[config.mk]
export PLATFORM = sky130hd
export DESIGN_NAME = otter_pipe_ctrl_flat
export DESIGN_NICKNAME = d
export VERILOG_FILES = /design/src/rtl/otter_pkg.sv /design/src/rtl/otter_pipe_ctrl_if.sv /design/src/rtl/otter_hazard_unit.sv /design/src/rtl/otter_pipe_ctrl.sv /design/src/flat_wrapper.sv
export SDC_FILE = /design/constraint.sdc
export NUM_CORES = 1
export LEC_CHECK = 0
export CAP_MARGIN = 10
export CORE_ASPECT_RATIO = 1.25
export CORE_UTILIZATION = 50
export DETAILED_ROUTE_END_ITERATION = 16
export PLACE_DENSITY_LB_ADDON = 0.25
export SETUP_SLACK_MARGIN = 0.1
export SLEW_MARGIN = 20
export SYNTH_ARGS = -nofsm -noshare
export SYNTH_HDL_FRONTEND = slang
export SYNTH_HIERARCHICAL = 1
export SYNTH_SLANG_ARGS = --single-unit
[constraint.sdc]
create_clock -name i_clk -period 4.9 [get_ports i_clk]
set_input_delay 0.98 -clock i_clk [delete_from_list [all_inputs] [get_ports i_clk]]
set_output_delay 0.98 -clock i_clk [all_outputs]
set_load 0.05 [all_outputs]
[src/rtl/otter_pkg.sv]
// rtl/otter_pkg.sv - shared OTTER opcode/func3 types, pipe states and register-use helpers
package otter_pkg;

  typedef enum logic [6:0] {
    OP_LUI    = 7'b0110111,
    OP_AUIPC  = 7'b0010111,
    OP_JAL    = 7'b1101111,
    OP_JALR   = 7'b1100111,
    OP_BRANCH = 7'b1100011,
    OP_LOAD   = 7'b0000011,
    OP_STORE  = 7'b0100011,
    OP_IMM    = 7'b0010011,
    OP_OP     = 7'b0110011,
    OP_SYSTEM = 7'b1110011
  } opcode_t;

  typedef enum logic [2:0] {
    F3_PRIV   = 3'd0,
    F3_CSRRW  = 3'd1,
    F3_CSRRS  = 3'd2,
    F3_CSRRC  = 3'd3,
    F3_CSRRWI = 3'd5,
    F3_CSRRSI = 3'd6,
    F3_CSRRCI = 3'd7
  } func3_t;

  typedef enum logic [1:0] {RUN, DRAIN, TRAP} pipe_state_t;

  typedef enum logic [1:0] {
    FWD_RF  = 2'd0,
    FWD_MEM = 2'd1,
    FWD_WB  = 2'd2
  } fwd_sel_t;

  localparam logic [31:0] NOP_INSN = 32'h00000013;

  function automatic logic writes_rd(input logic [31:0] ir);
    logic w;
    w = 1'b0;
    case (ir[6:0])
      OP_LUI, OP_AUIPC, OP_JAL, OP_JALR, OP_IMM, OP_OP, OP_LOAD: w = 1'b1;
      OP_SYSTEM: w = (ir[14:12] != F3_PRIV);
      default:   w = 1'b0;
    endcase
    return w && (ir[11:7] != 5'd0);
  endfunction

  function automatic logic uses_rs1(input logic [31:0] ir);
    logic u;
    u = 1'b0;
    case (ir[6:0])
      OP_JALR, OP_BRANCH, OP_LOAD, OP_STORE, OP_IMM, OP_OP: u = 1'b1;
      // only the register forms of CSR access read rs1; immediate forms use the field as uimm
      OP_SYSTEM: u = (ir[14] == 1'b0) && (ir[13:12] != 2'b00);
      default:   u = 1'b0;
    endcase
    return u;
  endfunction

  function automatic logic uses_rs2(input logic [31:0] ir);
    return (ir[6:0] == OP_OP) || (ir[6:0] == OP_BRANCH) || (ir[6:0] == OP_STORE);
  endfunction

endpackage

[src/rtl/otter_pipe_ctrl_if.sv]
// rtl/otter_pipe_ctrl_if.sv - fetch/stage-control bundle between the core datapath and the pipe sequencer
interface otter_pipe_ctrl_if;
  import otter_pkg::*;

  logic [31:0] if_ir;
  logic        if_valid;
  logic        redirect;
  logic        mem_busy;
  logic        int_req;
  logic [31:0] dec_ir;
  logic [31:0] exe_ir;
  logic [31:0] mem_ir;
  logic [31:0] wb_ir;
  logic [3:0]  stage_valid;
  logic        pc_stall;
  fwd_sel_t    fwd_a_sel;
  fwd_sel_t    fwd_b_sel;
  logic        int_taken;

  modport master (
    output if_ir, if_valid, redirect, mem_busy, int_req,
    input  dec_ir, exe_ir, mem_ir, wb_ir, stage_valid, pc_stall, fwd_a_sel, fwd_b_sel, int_taken
  );

  modport slave (
    input  if_ir, if_valid, redirect, mem_busy, int_req,
    output dec_ir, exe_ir, mem_ir, wb_ir, stage_valid, pc_stall, fwd_a_sel, fwd_b_sel, int_taken
  );

endinterface

[src/rtl/otter_hazard_unit.sv]
// rtl/otter_hazard_unit.sv - RAW hazard detection and EXE operand forwarding select
module otter_hazard_unit
  import otter_pkg::*;
#(
  parameter bit FWD_EN = 1'b1
) (
  input  logic [31:0] i_dec_ir,
  input  logic [31:0] i_exe_ir,
  input  logic [31:0] i_mem_ir,
  input  logic [31:0] i_wb_ir,
  input  logic [3:0]  i_valid,
  output logic        o_stall_req,
  output fwd_sel_t    o_fwd_a_sel,
  output fwd_sel_t    o_fwd_b_sel
);

  function automatic logic produces(input logic v, input logic [31:0] ir, input logic [4:0] rs);
    return v && writes_rd(ir) && (ir[11:7] == rs);
  endfunction

  logic [4:0] w_dec_rs1, w_dec_rs2, w_exe_rs1, w_exe_rs2;
  logic       w_dec_use1, w_dec_use2, w_exe_load, w_load_use, w_raw_any;

  assign w_dec_rs1  = i_dec_ir[19:15];
  assign w_dec_rs2  = i_dec_ir[24:20];
  assign w_exe_rs1  = i_exe_ir[19:15];
  assign w_exe_rs2  = i_exe_ir[24:20];
  assign w_dec_use1 = i_valid[0] && uses_rs1(i_dec_ir);
  assign w_dec_use2 = i_valid[0] && uses_rs2(i_dec_ir);
  assign w_exe_load = i_exe_ir[6:0] == OP_LOAD;

  assign w_load_use = w_exe_load &&
                      ((w_dec_use1 && produces(i_valid[1], i_exe_ir, w_dec_rs1)) ||
                       (w_dec_use2 && produces(i_valid[1], i_exe_ir, w_dec_rs2)));

  // WB writes the register file in the same cycle DEC reads it, so only EXE/MEM matter
  assign w_raw_any  = (w_dec_use1 && (produces(i_valid[1], i_exe_ir, w_dec_rs1) ||
                                      produces(i_valid[2], i_mem_ir, w_dec_rs1))) ||
                      (w_dec_use2 && (produces(i_valid[1], i_exe_ir, w_dec_rs2) ||
                                      produces(i_valid[2], i_mem_ir, w_dec_rs2)));

  assign o_stall_req = FWD_EN ? w_load_use : w_raw_any;

  always_comb begin
    o_fwd_a_sel = FWD_RF;
    o_fwd_b_sel = FWD_RF;
    if (FWD_EN && i_valid[1]) begin
      if (uses_rs1(i_exe_ir)) begin
        if (produces(i_valid[2], i_mem_ir, w_exe_rs1))     o_fwd_a_sel = FWD_MEM;
        else if (produces(i_valid[3], i_wb_ir, w_exe_rs1)) o_fwd_a_sel = FWD_WB;
      end
      if (uses_rs2(i_exe_ir)) begin
        if (produces(i_valid[2], i_mem_ir, w_exe_rs2))     o_fwd_b_sel = FWD_MEM;
        else if (produces(i_valid[3], i_wb_ir, w_exe_rs2)) o_fwd_b_sel = FWD_WB;
      end
    end
  end

endmodule

[src/rtl/otter_pipe_ctrl.sv]
// rtl/otter_pipe_ctrl.sv - OTTER 5-stage IR chain, stall/flush sequencing and interrupt drain FSM
module otter_pipe_ctrl #(
  parameter int          RESOLVE_STAGE = 0,
  parameter bit          FWD_EN        = 1'b1,
  parameter bit          INT_EN        = 1'b1,
  parameter logic [31:0] NOP_INSN      = otter_pkg::NOP_INSN
) (
  input  logic              i_clk,
  input  logic              i_rst_n,
  otter_pipe_ctrl_if.slave  bus
);
  import otter_pkg::*;

  logic [31:0] r_dec_ir, r_exe_ir, r_mem_ir, r_wb_ir;
  logic [3:0]  r_valid;
  pipe_state_t r_state;
  logic        r_int_taken;
  logic        w_stall_req, w_drain;
  fwd_sel_t    w_fwd_a_sel, w_fwd_b_sel;

  otter_hazard_unit #(.FWD_EN(FWD_EN)) u_hazard (
    .i_dec_ir    (r_dec_ir),
    .i_exe_ir    (r_exe_ir),
    .i_mem_ir    (r_mem_ir),
    .i_wb_ir     (r_wb_ir),
    .i_valid     (r_valid),
    .o_stall_req (w_stall_req),
    .o_fwd_a_sel (w_fwd_a_sel),
    .o_fwd_b_sel (w_fwd_b_sel)
  );

  assign w_drain = (r_state == DRAIN);

  // A redirect releases the PC even while draining so the trap returns to the branch target
  assign bus.pc_stall    = bus.mem_busy | (~bus.redirect & (w_stall_req | w_drain));
  assign bus.dec_ir      = r_dec_ir;
  assign bus.exe_ir      = r_exe_ir;
  assign bus.mem_ir      = r_mem_ir;
  assign bus.wb_ir       = r_wb_ir;
  assign bus.stage_valid = r_valid;
  assign bus.fwd_a_sel   = w_fwd_a_sel;
  assign bus.fwd_b_sel   = w_fwd_b_sel;
  assign bus.int_taken   = r_int_taken;

  always_ff @(posedge i_clk or negedge i_rst_n) begin
    if (!i_rst_n) begin
      r_dec_ir    <= NOP_INSN;
      r_exe_ir    <= NOP_INSN;
      r_mem_ir    <= NOP_INSN;
      r_wb_ir     <= NOP_INSN;
      r_valid     <= 4'b0000;
      r_state     <= RUN;
      r_int_taken <= 1'b0;
    end else begin
      if (!bus.mem_busy) begin
        r_wb_ir    <= r_mem_ir;
        r_valid[3] <= r_valid[2];
        r_mem_ir   <= r_exe_ir;
        r_valid[2] <= r_valid[1];
        if (bus.redirect) begin
          if (RESOLVE_STAGE == 1) begin
            r_exe_ir   <= NOP_INSN;
            r_valid[1] <= 1'b0;
          end else begin
            r_exe_ir   <= r_dec_ir;
            r_valid[1] <= r_valid[0];
          end
          r_dec_ir   <= NOP_INSN;
          r_valid[0] <= 1'b0;
        end else if (w_stall_req) begin
          r_exe_ir   <= NOP_INSN;
          r_valid[1] <= 1'b0;
        end else begin
          r_exe_ir   <= r_dec_ir;
          r_valid[1] <= r_valid[0];
          if (w_drain) begin
            r_dec_ir   <= NOP_INSN;
            r_valid[0] <= 1'b0;
          end else begin
            r_dec_ir   <= bus.if_ir;
            r_valid[0] <= bus.if_valid;
          end
        end
      end

      r_int_taken <= 1'b0;
      case (r_state)
        RUN:   if (INT_EN && bus.int_req && !bus.mem_busy) r_state <= DRAIN;
        DRAIN: if (r_valid == 4'b0000) begin
                 r_state     <= TRAP;
                 r_int_taken <= 1'b1;
               end
        TRAP:  r_state <= RUN;
        default: r_state <= RUN;
      endcase
    end
  end

endmodule

[src/flat_wrapper.sv]
// flat-port wrapper written by rule: the top's interface ports become plain ports
module otter_pipe_ctrl_flat import otter_pkg::*;
#(
  parameter int          RESOLVE_STAGE = 0,
  parameter bit          FWD_EN        = 1'b1,
  parameter bit          INT_EN        = 1'b1,
  parameter logic [31:0] NOP_INSN      = otter_pkg::NOP_INSN
)
  (i_clk, i_rst_n, bus_if_ir, bus_if_valid, bus_redirect, bus_mem_busy, bus_int_req, bus_dec_ir, bus_exe_ir, bus_mem_ir, bus_wb_ir, bus_stage_valid, bus_pc_stall, bus_fwd_a_sel, bus_fwd_b_sel, bus_int_taken);
  otter_pipe_ctrl_if bus_i ();
  input  logic i_clk;
  input  logic i_rst_n;
  input wire logic [$bits(bus_i.if_ir)-1:0] bus_if_ir;
  input wire logic [$bits(bus_i.if_valid)-1:0] bus_if_valid;
  input wire logic [$bits(bus_i.redirect)-1:0] bus_redirect;
  input wire logic [$bits(bus_i.mem_busy)-1:0] bus_mem_busy;
  input wire logic [$bits(bus_i.int_req)-1:0] bus_int_req;
  output wire logic [$bits(bus_i.dec_ir)-1:0] bus_dec_ir;
  output wire logic [$bits(bus_i.exe_ir)-1:0] bus_exe_ir;
  output wire logic [$bits(bus_i.mem_ir)-1:0] bus_mem_ir;
  output wire logic [$bits(bus_i.wb_ir)-1:0] bus_wb_ir;
  output wire logic [$bits(bus_i.stage_valid)-1:0] bus_stage_valid;
  output wire logic [$bits(bus_i.pc_stall)-1:0] bus_pc_stall;
  output wire logic [$bits(bus_i.fwd_a_sel)-1:0] bus_fwd_a_sel;
  output wire logic [$bits(bus_i.fwd_b_sel)-1:0] bus_fwd_b_sel;
  output wire logic [$bits(bus_i.int_taken)-1:0] bus_int_taken;
  assign bus_i.if_ir = bus_if_ir;
  assign bus_i.if_valid = bus_if_valid;
  assign bus_i.redirect = bus_redirect;
  assign bus_i.mem_busy = bus_mem_busy;
  assign bus_i.int_req = bus_int_req;
  assign bus_dec_ir = bus_i.dec_ir;
  assign bus_exe_ir = bus_i.exe_ir;
  assign bus_mem_ir = bus_i.mem_ir;
  assign bus_wb_ir = bus_i.wb_ir;
  assign bus_stage_valid = bus_i.stage_valid;
  assign bus_pc_stall = bus_i.pc_stall;
  assign bus_fwd_a_sel = bus_i.fwd_a_sel;
  assign bus_fwd_b_sel = bus_i.fwd_b_sel;
  assign bus_int_taken = bus_i.int_taken;
  otter_pipe_ctrl #(.RESOLVE_STAGE(RESOLVE_STAGE), .FWD_EN(FWD_EN), .INT_EN(INT_EN), .NOP_INSN(NOP_INSN)) u_core (.i_clk(i_clk), .i_rst_n(i_rst_n), .bus(bus_i));
endmodule
* After elaboration in Yosys (flattened, before gate mapping)
Index checks and enable logic that the tools add are counted.
** Word-level totals
- Flip-flop bits (word level) :: 135
- Input port bits :: 38
** Cells by class
- Equal/unequal tests :: 43
- Mux-type cells :: 38
- Bitwise logic cells :: 7
- Reduce and logical (&&, ||, !) cells :: 47
** Operators with widths (count)
- $mux W32 :: 5
- $eq A7 B7 Y1 const B :: 13
- $eq A7 B6 Y1 const B :: 9
- $eq A7 B5 Y1 const B :: 7
- $eq A5 B5 Y1 :: 6
- $eq A7 B2 Y1 const B :: 4
- $logic_and A1 B1 Y1 :: 24
- $mux W2 :: 11
- $reduce_or A7 Y1 :: 3
- $mux W1 :: 16
- $reduce_bool A5 Y1 :: 3
- $reduce_or A6 Y1 :: 2
- $pmux W1 S2 :: 5
- $reduce_bool A3 Y1 :: 3
- $logic_or A1 B1 Y1 :: 5
- $logic_not A4 Y1 :: 1
- $ne A2 B2 Y1 const B :: 2
- $not A1 Y1 :: 4
- $pmux W2 S2 :: 1
- $reduce_and A2 Y1 :: 2
- $reduce_bool A2 Y1 :: 2
- $eq A2 B1 Y1 const B :: 1
- $logic_not A2 Y1 :: 1
- $ne A2 B1 Y1 const B :: 1
- other kinds (3) :: 4

* Depth between registers and ports, before layout
- Depth after elaboration :: 19
- Mapped depth :: 9
- Depth with buffers taken out :: 7

* By module
The synthesis kept the hierarchy.
** Modules (own cells, without submodules)
- otter_pipe_ctrl :: times used 1, cells each 340, area an instance 5255.0 um^2
- otter_hazard_unit :: times used 1, cells each 91, area an instance 660.6 um^2

* Worst setup path after synthesis
No wires, ideal clock.
- Path kind :: register -> output
- Start :: reg u_core.r_exe_ir[9], in the netlist u_core/bus.exe_ir[9]
- End :: out bus_pc_stall
- Arrival time :: 2469 ps
- Data required time :: 3920 ps
- Path slack :: 1451 ps
- Cell stages (with the launch flop) :: 9
- Path buffers :: 2
- Cells stage by stage :: dfrtp_1 -> xor2_1 -> a2111oi_2 -> nand2_1 -> a211oi_1 -> a21oi_4 -> buf_6 -> buf_6 -> o21ai_0
** On the way
- Word-level cells in the longest chain between the ends :: 10
- Elaborated cells on any way between the ends :: 14
** Ends and longest elaborated chain
- start: declaration :: line otter_pipe_ctrl.sv:14 : logic [31:0] r_dec_ir, r_exe_ir, r_mem_ir, r_wb_ir;
- start signal: assignment :: line otter_pipe_ctrl.sv:65 : r_exe_ir <= r_dec_ir;
- start signal: assignment :: line otter_pipe_ctrl.sv:74 : r_exe_ir <= r_dec_ir;
- $reduce_bool A5 Y1
- $logic_and A1 B1 Y1 (3 in a row)
- $logic_and A1 B1 Y1 (on tied branches) :: line otter_hazard_unit.sv:33, otter_hazard_unit.sv:34
- $logic_or A1 B1 Y1 (*) :: line otter_hazard_unit.sv:33 : ((w_dec_use1 && produces(i_valid[1], i_exe_ir, w_dec_rs1)) ||
- $logic_and A1 B1 Y1 (*) :: line otter_hazard_unit.sv:32 : assign w_load_use = w_exe_load &&
- via u_core.w_stall_req :: line otter_pipe_ctrl.sv:18 : logic w_stall_req, w_drain;
- $or A1 B1 Y1 (*) :: line otter_pipe_ctrl.sv:35 : assign bus.pc_stall = bus.mem_busy | (~bus.redirect & (w_stall_req | w_drain));
- $and A1 B1 Y1 (*) :: line otter_pipe_ctrl.sv:35
- $or A1 B1 Y1 (*) :: line otter_pipe_ctrl.sv:35
- end: declaration :: line flat_wrapper.sv:23 : output wire logic [$bits(bus_i.pc_stall)-1:0] bus_pc_stall;
Mark *: on every way through the listed nets, which the timed path passes. The rest lies on a longest branch.

* Worst setup path after layout
- Start :: reg u_core.r_exe_ir[7], in the netlist u_core/bus.exe_ir[7]
- End :: out bus_pc_stall
The elaborated chain is that of the path after synthesis.

==> reports/metrics.csv <==
stage,metric,value,unit
run_status,outcome,"finished, final reports clean",
worst_setup_path,endpoint type of the worst setup path,output pin,
clock_tree,"Hold-fix buffers, CTS",0,
synthesis,top-count cell post-synth,dfrtp_1,
cells_and_area,Finished Cell Area,8330,µm²
hold_path,Hold Crit Start,u_core/bus.wb_ir[28]$_DFFE_PN0N_,
synthesis,Async SR Flop Fraction,100,%
synthesis,synthesized flop and latch total,135,
clock_tree,post_cts resized,0,
cells_and_area,Antenna Diode Count,0,
synthesis,cell taking the most area after synthesis,dfrtp_1,
worst_setup_path,Worst Setup Start Kind,register,
global_route,remaining global-route overflow,0,
clock_tree,H-tree depth,4,
floorplan,Starting Density,51.2,%
floorplan,Placeable Area,11600,µm²
floorplan,Die ar.,12300,µm²
routing,Routed WL,14600,µm
clock_tree,CTS tree,built,
clock_tree,Post CTS Setup Buffer Count,0,
cells_and_area,nets,642,
power_and_ir_drop,Power Density,596,nW/µm²
worst_setup_path,Worst Path Required,3.92,ns
global_route,vias in the first global route,4189,
routing,DRC errors left,0,
synthesis,post-synth top area share,52.0,%
timing,Max Clock Skew,0.0102,ns
power_and_ir_drop,Worst VDD drop,0.451,mV
synthesis,yosys warns,6,
power_and_ir_drop,Design Power,4.96,mW
timing,Slew HR,37.6,%
routing,Post-DRT Antenna Nets,0,
clock_tree,CTS sink count,135,
worst_setup_path,CP max-delay cell,clkdlybuf4s50_1,
floorplan,Ports,176,
worst_setup_path,Top delay family on crit path,compound AO/OA/AOI/OAI gates,
global_route,first-pass GRT wire length,22800,µm
synthesis,sequential area share after synthesis,57.4,%
cells_and_area,ratio of cells with drive above 1 in the final layout,24.5,%
job,Max-Cap Viols,0,
synthesis,Area contributors post-synth,"dfrtp_1 (52%), mux2_2 (18%), dfstp_2 (5.3%)",
worst_setup_path,worst-path maximum fanout,6,
cells_and_area,"Area growth, synth to finish",40.7,%
timing,max frequency,241,MHz
synthesis,Post-Syn Nets,469,
floorplan,Rows,44,
synthesis,number of synthesized flops with an enable pin,0,
synthesis,Syn Std Cell Area,5920,µm²
timing,Period minus WS final,4.16,ns
placed_design,dpl cell area,7700,µm²
placed_design,number of buffers added on ports,175,
worst_setup_path,FF-to-FF Start,u_core/bus.exe_ir[8]$_DFFE_PN0N_,
hold_path,worst min path class,reg2reg,
placed_design,Final HPWL DP,9920,µm
timing,setup_tns,0,ns
worst_setup_path,crit path DAT,3.18,ns
synthesis,ys flop type,dfrtp_1,
global_route,GRT Total Usage,24.9,%
synthesis,"top cells by count, synth","dfrtp_1 (123), mux2_2 (96), and3_1 (31), a22o_1 (30), xor2_1 (20)",
floorplan,die width,99.3,µm
timing,Max Slew Vio Count,0,
clock_tree,Root Driver,clkbuf_16,
routing,vias after detailed routing,4196,
global_route,maximum number of pins on one net before global-route repair,106,
clock_tree,clock buffer depth,2,
routing,DR WL/cell,19.4,µm
global_route,initial antenna violation count,0,
worst_setup_path,Worst Setup SP,u_core/bus.exe_ir[7]$_DFFE_PN0N_,
clock_tree,"CTS clk-pin slew, worst paths",0.05,ns
routing,Via density,5.56,
worst_setup_path,critical path type,reg2out,
synthesis,synthesized area per cell,13.7,µm²
timing,# setup viols final,0,
power_and_ir_drop,LEAKAGE,3.81,nW
timing,final period utilization,84.8,%
timing,RSZ-0062 raised after global routing,false,
worst_setup_path,crit-path cells,xor2_1 -> nor3_1 -> o2111ai_1 -> a211oi_1 -> a21oi_4 -> o21ai_0 -> clkdlybuf4s50_1,
clock_tree,Num CTS Buffers,17,
synthesis,count of cell types in the netlist,45,
synthesis,Mapped Cells,431,
routing,TritonRoute pass-1 iters,4,
clock_tree,clock latency on the worst-skew pair,0.41,ns
placed_design,Placer Congestion,0.777,
worst_setup_path,Crit path buffers/inverters,1,
worst_setup_path,Max stage delay on crit path,0.83,ns
floorplan,chip height,124,µm
timing,transition time at the pin with the least slew margin,0.937,ns
routing,initial DRC count,214,
cells_and_area,Final Util,72.0,%
timing,Hold Fails Final Rpt,0,
[flip-flops by register name (all words and copies together), names as in the netlist]
register and flops:
u_core/bus.dec_ir 32, u_core/bus.exe_ir 32, u_core/bus.int_taken 1, u_core/bus.mem_ir 32, u_core/bus.stage_valid 4, u_core/bus.wb_ir 32
u_core/r_state 2
[power breakdown]
part	internal, mW	switching, mW	leakage (nW)
clock network	0.888	0.452	0.307
registers	1.38	0.289	1.75
logic	0.722	1.23	1.75
[kinds of logic after synthesis]
group                  share of synthesized area [%]
AO/OA/AOI/OAI                                   7.76
XOR/XNOR                                        4.44
buffers and inverters                           3.36
flip-flops                                      57.4
multiplexers                                    18.8
AND/OR/NAND/NOR                                 8.29
[stage by stage]
| step | worst slack (ns) | hold WS (ns) | instances |
|---|---|---|---|
| floorplan | 1.45 | 0.544 | 431 |
| global placement | 1.09 | 0.487 | 723 |
| detailed placement | 1.07 | 0.495 | 723 |
| CTS | 0.805 | 0.507 | 755 |
| global route | 0.628 | 0.520 | 755 |
| finish | 0.743 | 0.501 | 755 |
[worst paths after layout]
kind	end	slack, ns	depth (start not counted)
max	bus_pc_stall	0.74	7
min in group asynchronous	u_core/bus.wb_ir[31]$_DFFE_PN0N_	0.66	1
max in group asynchronous	u_core/bus.stage_valid[0]$_DFFE_PN0P_	3.27	2
max reg2reg	u_core/bus.dec_ir[24]$_DFFE_PN0P_	2.14	6
min	u_core/bus.wb_ir[28]$_DFFE_PN0N_	0.50	1
min reg2reg	u_core/bus.wb_ir[28]$_DFFE_PN0N_	0.50	1
[layer usage]
metal	part of all wire (%)	global-route usage (%)	vias up
li1	-	-	1916
met1	43	31.5	2112
met2	50	39.8	140
met3	5.0	7.63	28
met4	2.8	10.8	0
met5	0	0	-
[layout make-up]
class                      instances  area, µm²
sequential                       135       3390
clock inverter                     9        148
multi-input combinational        262       2320
clock buffer                      23        478
tap                              138        173
fill                             827       3240
timing repair buffer             178       1770
inverter                          10       37.5
[cells in the final DEF, fill, tap and decap left out, types with 4 or more instances in the layout]
cell | Yosys | layout
clkbuf_16 | 0 | 17
and3_1 | 31 | 31
dfrtp_1 | 123 | 123
nor3_1 | 13 | 13
xnor2_1 | 10 | 10
clkinv_2 | 0 | 4
clkdlybuf4s50_1 | 0 | 173
buf_4 | 10 | 4
xor2_1 | 20 | 20
a22o_1 | 30 | 30
mux2_2 | 96 | 96
nor2_1 | 4 | 4
dfstp_2 | 12 | 12
nor2b_1 | 5 | 5
bufinv_16 | 0 | 4
inv_1 | 9 | 9
a21oi_1 | 8 | 8
No activity file was read; power rests on OpenSTA's default activity.
